**src/rtl/logic_unit_arbiter.sv**
```systemverilog
// Round-robin arbiter and sequencer in front of one shared 32-bit logic unit
// (AND/OR/XOR/NOR plus zero flag). One operation in flight at a time:
// IDLE grants and latches a request, EXEC computes and registers the result,
// RESP presents it until the consumer takes it.
module logic_unit_arbiter #(
  parameter int WIDTH = 32,
  parameter int NREQ  = 4
) (
  input  logic                  clk,
  input  logic                  rst,
  input  logic [NREQ-1:0]       req_valid,
  output logic [NREQ-1:0]       req_ready,
  input  logic [NREQ*WIDTH-1:0] req_inA,
  input  logic [NREQ*WIDTH-1:0] req_inB,
  input  logic [NREQ*2-1:0]     req_op,
  output logic                  res_valid,
  input  logic                  res_ready,
  output logic [WIDTH-1:0]      res_out,
  output logic                  res_flag,
  output logic [1:0]            res_id,
  output logic                  busy
);

  typedef enum logic [1:0] {
    S_IDLE = 2'b00,
    S_EXEC = 2'b01,
    S_RESP = 2'b10
  } state_t;

  state_t           r_state;
  state_t           w_next;
  logic [1:0]       r_ptr;
  logic [1:0]       r_id;
  logic [1:0]       r_op;
  logic [WIDTH-1:0] r_a;
  logic [WIDTH-1:0] r_b;
  logic [1:0]       w_gidx;
  logic [1:0]       w_cand;
  logic             w_found;
  logic             w_accept;
  logic [WIDTH-1:0] w_result;

  // Round-robin scan: first valid requester at or after r_ptr (mod NREQ)
  always_comb begin
    w_found = 1'b0;
    w_gidx  = '0;
    w_cand  = '0;
    for (int unsigned i = 0; i < NREQ; i++) begin
      w_cand = r_ptr + 2'(i);
      if (!w_found && req_valid[w_cand]) begin
        w_found = 1'b1;
        w_gidx  = w_cand;
      end
    end
  end

  assign w_accept = (r_state == S_IDLE) && w_found && !rst;

  // One-hot grant, only offered while idle and out of reset
  always_comb begin
    req_ready = '0;
    if (w_accept) begin
      req_ready[w_gidx] = 1'b1;
    end
  end

  // Shared logic unit operating on the latched operands
  always_comb begin
    w_result = '0;
    case (r_op)
      2'b00:   w_result = r_a & r_b;
      2'b01:   w_result = r_a | r_b;
      2'b10:   w_result = r_a ^ r_b;
      default: w_result = ~(r_a | r_b);
    endcase
  end

  // State register
  always_ff @(posedge clk) begin
    if (rst) begin
      r_state <= S_IDLE;
    end else begin
      r_state <= w_next;
    end
  end

  // Next-state logic; the spare encoding falls back to IDLE
  always_comb begin
    w_next = S_IDLE;
    case (r_state)
      S_IDLE:  w_next = w_accept ? S_EXEC : S_IDLE;
      S_EXEC:  w_next = S_RESP;
      S_RESP:  w_next = res_ready ? S_IDLE : S_RESP;
      default: w_next = S_IDLE;
    endcase
  end

  // Request capture on grant, result registration in EXEC; reset aborts both
  always_ff @(posedge clk) begin
    if (rst) begin
      r_ptr    <= '0;
      r_id     <= '0;
      r_op     <= '0;
      r_a      <= '0;
      r_b      <= '0;
      res_out  <= '0;
      res_flag <= 1'b0;
      res_id   <= '0;
    end else begin
      if (w_accept) begin
        r_a   <= req_inA[int'(w_gidx)*WIDTH +: WIDTH];
        r_b   <= req_inB[int'(w_gidx)*WIDTH +: WIDTH];
        r_op  <= req_op[int'(w_gidx)*2 +: 2];
        r_id  <= w_gidx;
        r_ptr <= w_gidx + 2'd1;
      end
      if (r_state == S_EXEC) begin
        res_out  <= w_result;
        res_flag <= (w_result == '0);
        res_id   <= r_id;
      end
    end
  end

  assign res_valid = (r_state == S_RESP);
  assign busy      = (r_state != S_IDLE);

endmodule

```
**config.mk**
```make
export PLATFORM = sky130hd
export DESIGN_NAME = logic_unit_arbiter
export DESIGN_NICKNAME = d
export VERILOG_FILES = /design/src/rtl/logic_unit_arbiter.sv
export SDC_FILE = /design/constraint.sdc
export NUM_CORES = 1
export LEC_CHECK = 0
export CORE_ASPECT_RATIO = 0.8
export CORE_UTILIZATION = 39
export DETAILED_ROUTE_END_ITERATION = 7
export MAX_ROUTING_LAYER = met4
export PLACE_DENSITY_LB_ADDON = 0.3
export SYNTH_ARGS = -nofsm -noshare
export SYNTH_HDL_FRONTEND = slang
export SYNTH_SLANG_ARGS = --single-unit
```
**constraint.sdc**
```tcl
create_clock -name clk -period 2.8 [get_ports clk]
set_clock_uncertainty 0.2 [all_clocks]
set_input_delay 0.7 -clock clk [delete_from_list [all_inputs] [get_ports clk]]
set_output_delay 0.7 -clock clk [all_outputs]
set_load 0.02 [all_outputs]
```
==> qor.csv, run 1 <==
metric,value,unit
status,"finished, final reports clean",
antenna_found_initial,0,
final_antenna_net_count,0,
crit_path_start_kind,primary input,
cts_buffers,9,
wl_per_cell,17.29,um
yosysSeqAreaShare,29.93,%
synth-compound-area-share,18.44,%
cts.sinks,107,
cp.arrival,1.85,ns
cts-htree-levels,3,
hold_viol,0,
final.setup.tns,0,ns
ys_ff_latch,107,
gr-total-overflow,0,
drt_iter0_drc,262,
crit_start,req_valid[0],
netlist_instances,705,
worst_slew_pin_slew,0.6749,ns
cap_violations,0,
grt_pass1_wl,32730,um
die_area,18900,um2
finalCriticalPeriod,2.753,ns
ys_warn_count,0,
timing.rr.start,r_ptr[0],
synth_xor_area_share,0,%
clock_path_buffers,2,
leakagePower,4.400,nW
grt_pass1_vias,6157,
reg2reg_depth,9,
cp_max_fo,4,
power,6.255,mW
synth_edf_count,0,
synth_top_family_by_area,multiplexers,
async_flop_share,0,%
drive_gt1_share,16.90,%
vias,6436,
track_usage,23.06,%
dp_hpwl,16850,um
cp_data_required_time,1.90,ns
power.density,567.4,nW/um2
whs,0.2605,ns
nNetsFinal,1340,
setup_slack,0.04745,ns
rows,43,
dr.pass1.iters,4,
synth_nets,1044,
clk_latency,0.34,ns
final_common_cell,clkdlybuf4s50_1,
fill_cells,1496,
hold_buffers,0,
path_delay_family,compound AO/OA/AOI/OAI gates,
peakVddDrop,0.2655,mV
final_cell_mix,"clkdlybuf4s50_1, dfxtp_1, nor2_1",
crit_slowest_cell,a211o_4,
cp_cell_sequence,buf_2 -> nor2b_4 -> a21oi_2 -> nor2_1 -> a211o_4 -> inv_2 -> ha_2 -> and2_4 -> buf_6,
slew_headroom,54.62,%
max_freq,0.3633,GHz
cts_root_buf,clkbuf_16,
numPortBuffers,311,
critPathKind,primary input to output port,
grt_max_degree,60,
coreArea,17650,um2
rsz0062_at_grt,true,
hold_path_class,register to register,
start_util,40.56,%
min_path_cells,2,
synthFlopType,dfxtp_1,
fin_crit_sh,98.31,%
hold_start,res_out[8],
die_w,153.5,um
synth_area_per_cell,10.15,um2
cts_tree,yes,
ys_types,32,
die_y,123.2,um
ios,312,
clk_pin_slew,0.07,ns
r2r-end,r_a[2],
setup_viol,0,
pre_cts_ws,-0.7971,ns
r2r_slack,0.23,ns
vias_per_cell,5.228,
synth.area.mux_share,25.03,%
multi_input_area,4562,um2
holdPathEnd,res_out[8],
maxSlewViolCount,0,
dp_cells,1213,
gp_congestion,0.8026,
syn_area,7157,um2
fin_cells,1231,
yosys.area_share.simple,7.378,%
cp_num_buf_inv,3,
wl,21280,um
drc,0,
seq_area,2147,um2
syn_to_final_growth,54.04,%
cp-end-kind,output port,
num_antenna_cells,0,
slowest_delay,0.30,ns
synth_fa_ha_area_share,11.89,%
[metrics by stage]
| stage | instance area (um2) | utilization (%) |
|---|---|---|
| global route | 11020 | 62.47 |
| global placement | 10660 | 60.39 |
| detailed placement | 10660 | 60.39 |
| CTS | 11000 | 62.32 |
| finish | 11020 | 62.47 |
| floorplan | 7201 | - |
[area by class of cell]
class                   instances  share of cell area, %
clock buffers                  10                  2.077
clock inverters                 6                 0.8739
inverters                      69                  2.349
multi-input cells             470                  41.38
flip-flops and latches        107                  19.48
well taps                     225                  2.554
repair buffers                344                  31.29
[Yosys cell counts, types with 10 or more instances]
cell type | instances | share of area, %
nor2_1 | 72 | 3.8
mux4_2 | 58 | 18
mux2i_1 | 17 | 2.4
nor2b_1 | 13 | 1.1
a211oi_1 | 56 | 5.9
a21oi_1 | 37 | 2.6
nand2_1 | 11 | 0.58
ha_1 | 68 | 12
clkbuf_1 | 43 | 2.3
o22ai_1 | 10 | 0.87
a22o_1 | 58 | 7.1
dfxtp_1 | 107 | 30
inv_1 | 68 | 3.6
mux2_2 | 28 | 4.4
[per-layer routing]
metal / track usage (%) / share of wire (%) / wire length (um)
met4: 3.250 / 0.54 / 115
met2: 37.01 / 47 / 10000
met1: 31.55 / 48 / 10140
met3: 3.575 / 4.8 / 1024
met5: - / 0 / 0
[power breakdown]
group | leakage [nW] | internal, mW | switching, mW | total (mW)
clock | 0.155 | 0.796 | 0.580 | 1.38
combinational | 3.36 | 1.59 | 1.27 | 2.86
sequential | 0.884 | 1.77 | 0.249 | 2.02
total | 4.40 | 4.16 | 2.10 | 6.25
[registers in the layout, summed over array words and instances, names as in the netlist]
signal	flops
res_flag	1
res_out	32
r_a	32
r_id	2
r_state	2
r_ptr	2
res_id	2
r_op	2
r_b	32
[cell families (layout without fill, tap and decap cells)]
family | Yosys count | after routing
flip-flops | 107 | 107
multiplexers | 103 | 103
AND/OR/NAND/NOR | 118 | 118
adder cells (fa/ha/maj) | 68 | 68
buffers and inverters | 128 | 429
AO/OA/AOI/OAI | 181 | 181
[repair_timing]
| action | in CTS | in global routing |
|---|---|---|
| pin swaps | 3 | 3 |
| buffers inserted | 2 | 0 |
| setup endpoints to repair | 70 | 58 |
| gates cloned | 0 | 1 |
| resized for setup | 38 | 7 |
[worst max-delay path by stage]
| stage | depth (start not counted) | end | slack [ns] |
|---|---|---|---|
| 2_1_floorplan | 11 | req_ready[1] | -0.17 |
| 3_3_place_gp | 9 | req_ready[1] | -0.75 |
| 3_5_place_dp | 9 | req_ready[1] | -0.80 |
| 4_1_cts | 8 | req_ready[1] | 0.0005 |
| 5_1_grt | 9 | req_ready[3] | -0.01 |
| 6_report | 9 | req_ready[1] | 0.05 |
[worst reg2reg max path: stages, from the launching register on]
cell,delay [ns]
dfxtp_1,0.48
nor2b_4,0.08
a21oi_2,0.10
nor2_1,0.06
a211o_4,0.30
buf_4,0.15
buf_4,0.17
buf_16,0.18
mux4_2,0.56
a22o_1,0.19
No activity file was read; power rests on OpenSTA's default activity.
==> run 2, diff against run 1 <==
--- a/config.mk
+++ b/config.mk
@@ -6,10 +6,11 @@
 export NUM_CORES = 1
 export LEC_CHECK = 0
 export CORE_ASPECT_RATIO = 0.8
-export CORE_UTILIZATION = 39
+export CORE_MARGIN = 2
+export CORE_UTILIZATION = 47
 export DETAILED_ROUTE_END_ITERATION = 7
 export MAX_ROUTING_LAYER = met4
-export PLACE_DENSITY_LB_ADDON = 0.3
+export PLACE_DENSITY_LB_ADDON = 0.12
 export SYNTH_ARGS = -nofsm -noshare
 export SYNTH_HDL_FRONTEND = slang
 export SYNTH_SLANG_ARGS = --single-unit
==> constraint.sdc (replaced) <==
create_clock -name clk -period 3.3 [get_ports clk]
set_clock_uncertainty 0.2 [all_clocks]
set_input_delay 0.825 -clock clk [delete_from_list [all_inputs] [get_ports clk]]
set_output_delay 0.825 -clock clk [all_outputs]
set_load 0.02 [all_outputs]
==> run 2 against run 1 <==
Global-route usage grew 2.2 points. Combinational power shrank 21%. Die area shrank 14%. Flip-flop and latch count is the same. Clock power shrank 21%. Worst setup slack gained 0.060 ns. First-iteration DRC count grew 0.76%. Critical path type unchanged. Largest power group unchanged.
==> qor.csv, run 2 (same netlist as run 1, synthesis figures left out) <==
metric,value,unit,change
status,"finished, final reports clean",,
maxSlewViolCount,0,,unchanged
slowest_delay,0.29,ns,about the same
dp_cells,1165,,-4.0%
final.setup.tns,0,ns,unchanged
drt_iter0_drc,264,,+0.76%
final_antenna_net_count,0,,unchanged
fin_area,10760,um2,-2.4%
die_y,114.4,um,-7.1%
slew_headroom,46.50,%,-8.1 points
cp.arrival,2.17,ns,+0.32 ns
clock_power_share,21.4,%,-0.6 points
dpl_cell_area,10460,um2,-1.8%
pwr-share-comb,44.4,%,-1.3 points
hold_buffers,0,,unchanged
setup_viol,0,,unchanged
gp_congestion,0.7700,,-4.1%
start_util,47.83,%,+7.3 points
drive_gt1_share,14.82,%,-2.1 points
crit_path_start_kind,primary input,,
clk_pin_slew,0.07,ns,about the same
leakagePower,4.291,nW,-2.5%
cp_data_required_time,2.27,ns,+0.37 ns
drc,0,,unchanged
finalCriticalPeriod,3.192,ns,
cts-htree-levels,3,,unchanged
rsz0062_at_grt,false,,
clk_latency,0.34,ns,about the same
dr.pass1.iters,4,,unchanged
track_usage,25.30,%,+2.2 points
cts_root_buf,clkbuf_16,,
dp_hpwl,15630,um,-7.3%
num_antenna_cells,0,,unchanged
grt_pass1_vias,6414,,+4.2%
syn_to_final_growth,50.35,%,
clock_path_buffers,2,,unchanged
fin_cells,1181,,-4.1%
final_cell_mix,"clkdlybuf4s50_1, dfxtp_1, nor2_1",,
die_area,16240,um2,-14%
p_int,3.375,mW,-19%
antenna_found_initial,0,,unchanged
coreArea,14960,um2,-15%
hold_viol,0,,unchanged
nNetsFinal,1327,,-0.97%
wl_met2,9807,um,-1.9%
crit_slowest_cell,a211o_4,,
cts_tree,yes,,
dr_wl_met3,1123,um,+9.7%
swShare,33.74,%,+0.23 points
whs,0.2596,ns,-0.0008440 ns
vias,6425,,-0.17%
largest_registers,"r_a: 32 flops, r_b: 32 flops, res_out: 32 flops",,
critPathKind,primary input to output port,,
fin_crit_sh,96.74,%,
final_common_cell,clkdlybuf4s50_1,,
max_freq,0.3132,GHz,
m1WireLength,8363,um,-18%
cts_buffers,9,,unchanged
grt_pass1_wl,31440,um,-3.9%
cap_violations,0,,unchanged
highest_layer,met4,,
power.density,473.4,nW/um2,-17%
wl,19530,um,-8.3%
p_seq_share,34.2,%,+1.9 points
rows,40,,-7.0%
cts.sinks,107,,unchanged
hold_path_class,register to register,,
cp-end-kind,output port,,
grt_max_degree,76,,+27%
vias_per_cell,5.440,,+4.1%
worst_slew_pin_slew,0.8024,ns,+0.1275 ns
peakVddDrop,0.2851,mV,+7.4%
gr-total-overflow,0,,unchanged
cp_max_fo,4,,unchanged
switchingPower,1.718,mW,-18%
die_w,142.0,um,-7.5%
cp_cell_sequence,dlygate4sd2_1 -> nor2b_1 -> a21oi_2 -> nor2_1 -> a211o_4 -> ha_1 -> and2_4 -> buf_4,,
ios,312,,unchanged
power,5.094,mW,-19%
numPortBuffers,311,,unchanged
wl_per_cell,16.53,um,-4.4%
run 2: cell count changes in the layout (fill, tap and decap cells not counted), moves of 2 or more:
cell	before	now
buf_4	26	20
ha_2	4	1
dlygate4sd2_1	0	4
buf_12	6	3
buf_2	3	1
clkbuf_2	2	0
buf_6	3	1
ha_1	64	67
o22ai_1	8	10
o22ai_2	2	0
run 2: final cells by class:
| class | instances | area, um2 |
|---|---|---|
| Clock buffer | 9 | 225.2 |
| Clock inverter | 6 | 73.82 |
| Fill cell | 1161 | 4204 |
| Inverter | 69 | 259.0 |
| Multi-Input combinational cell | 470 | 4534 |
| Sequential cell | 107 | 2147 |
| Tap cell | 189 | 236.5 |
| Timing Repair Buffer | 331 | 3284 |
run 2: power by group through the flow:
stage                     logic, mW  clock network (mW)  registers (mW)
after floorplan                1.51                   0            1.71
final                          2.26                1.09            1.74
after CTS                      2.29                1.11            1.74
after global placement         2.23                   0            1.76
after global routing           2.50                1.16            1.77
after detailed placement       2.27                   0            1.77
run 2: repair_timing:
item                                    4_1_cts  5_1_grt
gates resized for setup                      29        0
buffers inserted                              1        0
endpoints found under the setup margin        4        0
run 2: final timing paths:
kind / startpoint / to / slack, ns / cells past startpoint
max: req_valid[0] / req_ready[0] / 0.11 / 8
min: r_id[1] / res_id[1] / 0.26 / 2
max reg2reg: r_op[0] / res_flag / 0.55 / 7
min reg2reg: r_id[1] / res_id[1] / 0.26 / 2
run 2: layer usage:
layer | track usage, % | vias up
met3 | 4.141 | 17
met2 | 44.43 | 190
met1 | 31.33 | 3047
met5 | - | -
met4 | 4.467 | 0
li1 | - | 3171
run 2: critical path: cells and delay by family:
| family | cells | cell delay, ns |
|---|---|---|
| adders and majority gates | 1 | 0.20 |
| AOI/OAI and AO/OA | 2 | 0.40 |
| and+or+nand+nor | 3 | 0.35 |
| buffers and inverters | 2 | 0.41 |
run 2: metrics by stage:
stage                     utilization (%)  setup slack [ns]
after floorplan                         -         0.0003499
after global placement              69.92           -0.5667
after detailed placement            69.92           -0.6313
after CTS                           71.91            0.1055
after global routing                71.91           0.05274
final                               71.91            0.1077
==> run 3, diff against run 2 <==
--- a/config.mk
+++ b/config.mk
@@ -7,10 +7,12 @@
 export LEC_CHECK = 0
 export CORE_ASPECT_RATIO = 0.8
 export CORE_MARGIN = 2
-export CORE_UTILIZATION = 47
+export CORE_UTILIZATION = 55
 export DETAILED_ROUTE_END_ITERATION = 7
+export DONT_BUFFER_PORTS = 1
 export MAX_ROUTING_LAYER = met4
 export PLACE_DENSITY_LB_ADDON = 0.12
+export SETUP_SLACK_MARGIN = 0.3
 export SYNTH_ARGS = -nofsm -noshare
 export SYNTH_HDL_FRONTEND = slang
 export SYNTH_SLANG_ARGS = --single-unit
==> constraint.sdc (replaced) <==
create_clock -name clk -period 3.9 [get_ports clk]
set_clock_uncertainty 0.2 [all_clocks]
set_input_delay 0.975 -clock clk [delete_from_list [all_inputs] [get_ports clk]]
set_output_delay 0.975 -clock clk [all_outputs]
set_load 0.02 [all_outputs]
==> run 3 against run 2 <==
Cell count is 28% lower. Sequential power is 11% lower. Via count is 19% lower. Clock power is 13% lower. Worst hold slack worse by 0.0076 ns. Largest power group is now sequential cells. Die area is 14% lower. Sequential share of layout area is 8.5 points higher. Power is 23% lower. Cell area is 30% lower. Critical endpoint is now req_ready[3]. First-iteration DRC count is 20% lower.
==> qor.csv, run 3 (same netlist as run 1, synthesis figures left out) <==
metric,value,unit,change
status,"finished, final reports clean",,
setup_slack,0.6795,ns,+0.5718 ns
cap_violations,0,,unchanged
clk_pin_slew,0.07,ns,about the same
worst_slew_pin_slew,1.116,ns,+0.3140 ns
final_common_cell,dfxtp_1,,
final_cell_mix,"dfxtp_1, nor2_1, inv_1, ha_1",,
antenna_found_initial,3,,+3
dp_hpwl,13290,um,-15%
final_antenna_net_count,0,,unchanged
cts.repair.resized,0,,-100%
peakVddDrop,0.2537,mV,-11%
clock_power_share,24.0,%,+2.6 points
wl_per_cell,20.43,um,+24%
maxSlewViolCount,0,,unchanged
drt_iter0_drc,212,,-20%
cts_root_buf,clkbuf_16,,
p_int,2.532,mW,-25%
pre_cts_ws,0.6564,ns,+1.288 ns
power.density,522.2,nW/um2,+10%
crit_slowest_cell,o22ai_1,,
die_y,106.0,um,-7.3%
post-cts-setup-buffers,0,,-1
cp.arrival,2.05,ns,-0.12 ns
rsz0062_at_grt,false,,
p_seq_share,39.1,%,+4.9 points
largest_registers,"r_a: 32 flops, r_b: 32 flops, res_out: 32 flops",,
numPortBuffers,0,,-100%
critPathKind,primary input to output port,,
finalCriticalPeriod,3.221,ns,
vias,5207,,-19%
dr.pass1.iters,4,,unchanged
gp_congestion,0.8353,,+8.5%
drc,0,,unchanged
fill_cells,1099,,-5.3%
multi_input_area,4532,um2,about the same
whs,0.2520,ns,-0.007648 ns
syn_to_final_growth,5.315,%,
fin_cells,845,,-28%
cts-htree-levels,3,,unchanged
cts_buffers,9,,unchanged
track_usage,25.06,%,-0.23 points
start_util,56.01,%,+8.2 points
grt_pass1_wl,26800,um,-15%
swShare,35.67,%,+1.9 points
seq_area,2147,um2,unchanged
hold_viol,0,,unchanged
power,3.936,mW,-23%
drive_gt1_share,18.59,%,+3.8 points
gr-total-overflow,0,,unchanged
setup_viol,0,,unchanged
rows,37,,-7.5%
grt_pass1_vias,4982,,-22%
die_w,131.5,um,-7.3%
dp_cells,826,,-29%
final.setup.tns,0,ns,unchanged
switchingPower,1.404,mW,-18%
leakagePower,3.017,nW,-30%
fin_crit_sh,82.58,%,
slowest_delay,0.38,ns,+0.09 ns
cp_data_required_time,2.72,ns,+0.45 ns
nNetsFinal,1001,,-25%
cp_cell_sequence,nor2b_1 -> nor2_1 -> o22ai_1 -> inv_2 -> ha_1 -> and2_4,,
vias_per_cell,6.162,,+13%
cts.sinks,107,,unchanged
clk_latency,0.35,ns,about the same
clock_path_buffers,2,,unchanged
cp-end-kind,output port,,
max_freq,0.3105,GHz,
slew_headroom,25.41,%,-21 points
hold_buffers,0,,unchanged
cts_tree,yes,,
cp_max_fo,5,,+1
hold_path_class,register to register,,
dpl_cell_area,7219,um2,-31%
pwr-share-comb,36.9,%,-7.5 points
coreArea,12780,um2,-15%
crit_path_start_kind,primary input,,
wl,17260,um,-12%
ios,312,,unchanged
die_area,13950,um2,-14%
grt_max_degree,98,,+29%
fin_util,58.99,%,-13 points
fin_area,7537,um2,-30%
## run 3: routing by layer
metal,vias up,wire [um],global-route usage [%]
li1,2530,-,-
met1,2462,7558,32.96
met2,194,8116,38.89
met3,21,1352,6.819
met4,0,233,6.056
met5,-,0,-
## run 3: worst max-delay path: cells and delay by family
| kind | cells | cell delay, ns |
|---|---|---|
| and+or+nand+nor | 3 | 0.39 |
| AOI/OAI and AO/OA | 1 | 0.38 |
| adders and majority gates | 1 | 0.19 |
| buffers and inverters | 1 | 0.10 |
## run 3: power by group through the flow
stage               combinational [mW]  sequential, mW  clock [mW]
finish                            1.45            1.54       0.945
global placement                  1.40            1.56           0
floorplan                         1.28            1.44           0
global route                      1.63            1.57        1.00
CTS                               1.46            1.54       0.966
detailed placement                1.45            1.57           0
## run 3: path summary, 6_finish.rpt
check | startpoint | endpoint | slack, ns | cells past startpoint
max | req_valid[0] | req_ready[3] | 0.68 | 6
min | r_id[1] | res_id[1] | 0.25 | 2
max reg2reg | r_op[0] | res_flag | 0.97 | 6
min reg2reg | r_id[1] | res_id[1] | 0.25 | 2
## run 3: cell type report
class	count	share of cell area [%]
Sequential cell	107	28.49
Multi-Input combinational cell	470	60.13
Inverter	69	3.436
Tap cell	175	2.905
Clock inverter	7	1.129
Antenna cell	3	0.09960
Timing Repair Buffer	5	0.8300
Clock buffer	9	2.988
